**src/rtl/row_skew_feeder.sv**
```systemverilog
// row_skew_feeder: pulls ROWS rows per tile from the ping-pong row buffer into a 2-entry FIFO
// and presents them at the PE array edge with lane i skewed i advances behind lane 0.
//
// state | meaning
// IDLE  | waiting for start
// RUN   | fetching rows from the buffer and popping them into the skew line
// DRAIN | every row popped; bubbles flush the skew line
// DONE  | single cycle with tile_done asserted

module row_skew_feeder #(
    parameter int DWIDTH = 8,
    parameter int LANES  = 4,
    parameter int ROWS   = 4
) (
    input  logic                     clk,
    input  logic                     rst,
    input  logic                     start,
    output logic                     busy,
    output logic                     tile_done,
    input  logic                     rd_rdy,
    output logic                     rd_acq,
    input  logic [LANES*DWIDTH-1:0]  rd_data,
    input  logic                     pe_ready,
    output logic [LANES*DWIDTH-1:0]  pe_data,
    output logic [LANES-1:0]         pe_valid
);

    localparam int RWIDTH = LANES * DWIDTH;
    localparam int CW     = $clog2(ROWS + 1);
    localparam int DW     = (LANES > 1) ? $clog2(LANES) : 1;

    localparam logic [CW-1:0] ROWS_C     = CW'(ROWS);
    localparam logic [DW-1:0] LAST_DRAIN = DW'(LANES - 1);

    typedef enum logic [1:0] {
        S_IDLE,
        S_RUN,
        S_DRAIN,
        S_DONE
    } state_t;

    state_t          state;
    logic [CW-1:0]   issued;
    logic [CW-1:0]   popped;
    logic [DW-1:0]   drain_cnt;
    logic            pend;

    logic [RWIDTH-1:0] fifo_mem [2];
    logic              wr_ptr;
    logic              rd_ptr;
    logic [1:0]        fifo_cnt;

    logic              advance;
    logic              push;
    logic              pop;
    logic [RWIDTH-1:0] head_row;

    // Credits use the registered FIFO count, so a same-cycle pop frees room only next cycle.
    assign rd_acq  = (state == S_RUN) && rd_rdy && (issued < ROWS_C)
                     && ((fifo_cnt + {1'b0, pend}) < 2'd2);

    assign advance  = pe_ready && ((state == S_RUN) || (state == S_DRAIN));
    assign push     = pend;
    assign pop      = advance && (fifo_cnt != 2'd0) && (popped < ROWS_C);
    assign head_row = fifo_mem[rd_ptr];

    always_ff @(posedge clk) begin
        if (push) begin
            fifo_mem[wr_ptr] <= rd_data;
        end
    end

    always_ff @(posedge clk) begin
        if (rst) begin
            state     <= S_IDLE;
            busy      <= 1'b0;
            tile_done <= 1'b0;
            issued    <= '0;
            popped    <= '0;
            drain_cnt <= '0;
            pend      <= 1'b0;
            wr_ptr    <= 1'b0;
            rd_ptr    <= 1'b0;
            fifo_cnt  <= 2'd0;
        end else begin
            pend      <= rd_acq;
            tile_done <= 1'b0;

            if (rd_acq) begin
                issued <= issued + CW'(1);
            end
            if (push) begin
                wr_ptr <= ~wr_ptr;
            end
            if (pop) begin
                rd_ptr <= ~rd_ptr;
                popped <= popped + CW'(1);
            end

            unique case ({push, pop})
                2'b10:   fifo_cnt <= fifo_cnt + 2'd1;
                2'b01:   fifo_cnt <= fifo_cnt - 2'd1;
                default: fifo_cnt <= fifo_cnt;
            endcase

            unique case (state)
                S_IDLE: begin
                    if (start) begin
                        state     <= S_RUN;
                        busy      <= 1'b1;
                        issued    <= '0;
                        popped    <= '0;
                        drain_cnt <= '0;
                    end
                end
                S_RUN: begin
                    if (popped == ROWS_C) begin
                        state     <= S_DRAIN;
                        drain_cnt <= '0;
                    end
                end
                S_DRAIN: begin
                    if (drain_cnt == LAST_DRAIN) begin
                        state     <= S_DONE;
                        tile_done <= 1'b1;
                    end else if (advance) begin
                        drain_cnt <= drain_cnt + DW'(1);
                    end
                end
                S_DONE: begin
                    state <= S_IDLE;
                    busy  <= 1'b0;
                end
                default: begin
                    state <= S_IDLE;
                    busy  <= 1'b0;
                end
            endcase
        end
    end

    // Lane g is a (g+1)-deep shift line; the lowest slot is the newest entry, the top slot drives the pins.
    for (genvar g = 0; g < LANES; g++) begin : g_lane
        logic [(g+1)*DWIDTH-1:0] stg_d;
        logic [g:0]              stg_v;
        logic [DWIDTH-1:0]       slice_d;

        assign slice_d = pop ? head_row[g*DWIDTH +: DWIDTH] : '0;

        if (g == 0) begin : g_first
            always_ff @(posedge clk) begin
                if (rst) begin
                    stg_d <= '0;
                    stg_v <= '0;
                end else if (advance) begin
                    stg_d <= slice_d;
                    stg_v <= pop;
                end
            end
        end else begin : g_rest
            always_ff @(posedge clk) begin
                if (rst) begin
                    stg_d <= '0;
                    stg_v <= '0;
                end else if (advance) begin
                    stg_d <= {stg_d[g*DWIDTH-1:0], slice_d};
                    stg_v <= {stg_v[g-1:0], pop};
                end
            end
        end

        assign pe_data[g*DWIDTH +: DWIDTH] = stg_d[(g+1)*DWIDTH-1 -: DWIDTH];
        assign pe_valid[g]                 = stg_v[g];
    end

endmodule
```
**config.mk**
```make
export PLATFORM = sky130hd
export DESIGN_NAME = row_skew_feeder
export DESIGN_NICKNAME = d
export VERILOG_FILES = /design/src/rtl/row_skew_feeder.sv
export SDC_FILE = /design/constraint.sdc
export NUM_CORES = 1
export LEC_CHECK = 0
export CAP_MARGIN = 25
export CORE_MARGIN = 5
export CORE_UTILIZATION = 45
export DETAILED_ROUTE_END_ITERATION = 8
export PLACE_DENSITY = 0.66
export SLEW_MARGIN = 20
export SYNTH_ARGS = -nofsm -noshare
export SYNTH_HDL_FRONTEND = slang
export SYNTH_SLANG_ARGS = --single-unit
```
**constraint.sdc**
```tcl
create_clock -name clk -period 4.5 [get_ports clk]
set_input_delay 0.9 -clock clk [delete_from_list [all_inputs] [get_ports clk]]
set_output_delay 0.9 -clock clk [all_outputs]
set_load 0.02 [all_outputs]
```
==> flow_summary.yaml <==
layout:
  finalInstanceArea_mm2: 0.00766
  layout_common_cells: "nand2_1 (140), dfxtp_1 (101), a21oi_1 (91), clkdlybuf4s50_1 (74), edfxtp_1 (64)"
  final_nets: 679
  final_common_cell: "nand2_1"
  multi_input_area_mm2: 0.00203
  drive_above_1_share: 0.116
  n_antenna_cell: 0
  fin_cells: 825
  syn_to_final_growth_pct: 19.3
  regArea_mm2: 0.00397
  fill_cells: 1208
setup_path:
  endpoint_kind: "primary output"
  cp_common_cell: "clkdlybuf4s50_1"
  reg2reg_slack_ps: 2370
  cp.required_ps: 3600
  cp_max_fo: 5
  path_depth: 4
  crit_family: "buffers and inverters"
  slowest_delay_ps: 670
  crit_arrival_ps: 2430
  critPathBufInv: 2
  reg2reg_to: "g_lane[3].stg_v[2]$_SDFFE_PP0N_"
  reg2regPathDepth: 5
  crit_slowest_cell: "clkdlybuf4s50_1"
  path_cells: "clkdlybuf4s50_1 -> nand2_1 -> a211oi_4 -> clkdlybuf4s50_1"
  crit_type: "input pin to primary output"
  cp-start-kind: "input pin"
  critPathLaunch: "rd_rdy"
  crit_end: "rd_acq"
  r2r_start: "state[1]$_SDFFE_PP0P_"
global_routing:
  grt_start_max_net_pins: 101
  grt_overflow: 0
  grt_pass1_vias: 4325
  grt_usage: 0.160
  grt_pass1_wl_um: 21100
  antenna_found_initial: 0
timing:
  setup_viol: 0
  finClkSkew_ps: 7.05
  clock.fmax_ghz: 0.300
  relSlewSlack: 0.335
  finalHoldViolations: 0
  fin_setup_tns_ps: 0
  post-route-period-util: 0.741
  tightest_slew_ps: 998
  maxSlewViolCount: 0
  post-route-min-period_ps: 3330
  rsz0062_at_grt: "false"
  fin_hold_ws_ps: 450
power:
  p_leak_nw: 2.49
  power_density_mw_per_mm2: 463
  irDropWorstVdd_uv: 277
place:
  place_inst: 791
  hpwl_um: 7540
  io_buffers: 75
  place_area_mm2: 0.00706
  gp_congestion: 0.748
floorplan:
  dieArea_mm2: 0.0168
  num_io_pins: 76
  start_util: 0.461
  rows: 43
  die_h_um: 129
  die_w_um: 129
  fp.coreArea_mm2: 0.0139
clock_network:
  clkSinkCount: 166
  cts.reportedPaths.clkPinSlew_ps: 60
  cts_root_buffer: "clkbuf_16"
  cts_buffers: 17
  hold_buffers: 0
  cts_setup_buffers: 0
  clock_latency_ps: 420
  cts-resized-gates: 0
  clock_tree.buffer_depth: 2
  cts_htree_levels: 4
  cts_tree: "yes"
detailed_routing:
  wl_per_cell_um: 15.1
  postRouteAntennaNets: 0
  finalWirelength_um: 12500
  drtIter0Drc: 297
  viasPerCell: 5.03
  drc: 0
  drt-pass1-iter-count: 5
  via_count: 4151
outcome:
  status: "completed"
synthesis:
  synth.distinct_cells: 37
  synthesis.area_mm2: 0.00642
  syn_inst: 594
  seq_area_frac_synth: 0.618
  yosys_warnings: 0
  synth.avg_cell_area_um2: 10.8
  ys_ff_latch: 166
  synthesis.nets: 641
job:
  max_cap_violations: 0
hold_path:
  hold_depth: 2
  hp-class: "flop to flop"
state kept, by name, indices dropped and copies added (netlist names), named ones only:
name,cells
g_lane.stg_d,80
fifo_mem,64
g_lane.stg_v,4
issued,3
popped,3
drain_cnt,2
fifo_cnt,2
state,2
busy,1
pend,1
rd_ptr,1
tile_done,1
wr_ptr,1
per-layer routing:
layer  vias to the layer above  part of all wire  GRT usage
met5                         -                 0          0
met4                         0             0.017     0.0636
met3                        17             0.065     0.0569
met2                        98              0.46      0.255
met1                      1957              0.45      0.199
li1                       2079                 -          -
stage by stage:
| stage | utilization | setup WS [ps] | power [mW] |
|---|---|---|---|
| after floorplan | - | 2220 | 2.09 |
| after global placement | 0.504 | 1170 | 2.20 |
| after detailed placement | 0.506 | 1150 | 2.23 |
| after CTS | 0.546 | 1150 | 3.57 |
| after global routing | 0.550 | 1090 | 3.71 |
| final | 0.550 | 1170 | 3.55 |
cell usage after synthesis:
library cell,count,area share
mux2_1,1,0.0018
nor2b_1,1,0.00098
a211o_1,1,0.0014
buf_4,27,0.032
a21o_1,2,0.0023
a2111oi_4,1,0.0043
nand2b_1,6,0.0058
inv_1,7,0.0041
nand2_1,141,0.082
a22o_1,1,0.0014
nand3b_1,1,0.0012
o211a_1,1,0.0016
and2_1,3,0.0029
a21boi_2,1,0.0018
a221oi_2,1,0.0023
dfxtp_1,102,0.32
clkinv_1,1,0.00058
o21ai_0,5,0.0039
a21oi_1,91,0.071
xnor2_1,2,0.0027
o211ai_1,1,0.0012
a211oi_4,1,0.0031
clkbuf_1,10,0.0058
nor2b_2,1,0.0014
mux2_2,31,0.054
clkbuf_4,2,0.0023
xor2_1,1,0.0014
mux2i_1,5,0.0078
or3b_2,1,0.0014
buf_2,19,0.015
a22oi_2,1,0.0019
buf_6,5,0.0088
or3_1,2,0.0019
ha_1,10,0.019
edfxtp_1,64,0.30
nor2_1,8,0.0047
nand3_1,36,0.028
area by class of cell:
cell class | instances | share of cell area
clock inverters | 13 | 0.0149
flip-flops and latches | 166 | 0.518
clock buffers | 19 | 0.0565
repair buffers | 82 | 0.112
well taps | 180 | 0.0294
inverters | 8 | 0.00392
multi-input cells | 357 | 0.265
how the worst min path moves through the flow:
stage	from	to	slack, ps
floorplan	g_lane[1].stg_d[2]$_SDFFE_PP0N_	g_lane[1].stg_d[10]$_SDFFE_PP0N_	430
global placement	g_lane[2].stg_d[6]$_SDFFE_PP0N_	g_lane[2].stg_d[14]$_SDFFE_PP0N_	440
detailed placement	g_lane[3].stg_d[7]$_SDFFE_PP0N_	g_lane[3].stg_d[15]$_SDFFE_PP0N_	440
CTS	g_lane[3].stg_d[7]$_SDFFE_PP0N_	g_lane[3].stg_d[15]$_SDFFE_PP0N_	450
global route	g_lane[3].stg_d[7]$_SDFFE_PP0N_	g_lane[3].stg_d[7]$_SDFFE_PP0N_	470
finish	g_lane[3].stg_d[7]$_SDFFE_PP0N_	g_lane[3].stg_d[15]$_SDFFE_PP0N_	450
power by group:
group          switching [mW]  total [mW]  leakage, nW  internal [mW]
clock                   0.549        1.35        0.255          0.800
combinational           0.350       0.536        0.839          0.186
sequential             0.0383        1.66         1.40           1.62
worst reg2reg max path: cells and delay by family (launching register included):
| kind | cells | cell delay (ps) |
|---|---|---|
| compound gates | 1 | 170 |
| buf+inv | 1 | 100 |
| fa+ha+maj | 1 | 370 |
| flops | 1 | 380 |
| simple gates | 2 | 1040 |
kinds of logic (layout without fill, tap and decap cells):
group / after synthesis / in the layout / synth area share
buffers and inverters: 71 / 122 / 0.0680
multiplexers: 37 / 37 / 0.0639
adder cells (fa/ha/maj): 10 / 10 / 0.0195
AO/OA/AOI/OAI: 107 / 107 / 0.0961
AND/OR/NAND/NOR: 200 / 200 / 0.131
XOR/XNOR: 3 / 3 / 0.00409
flip-flops: 166 / 166 / 0.618
No activity file was read; power rests on OpenSTA's default activity.
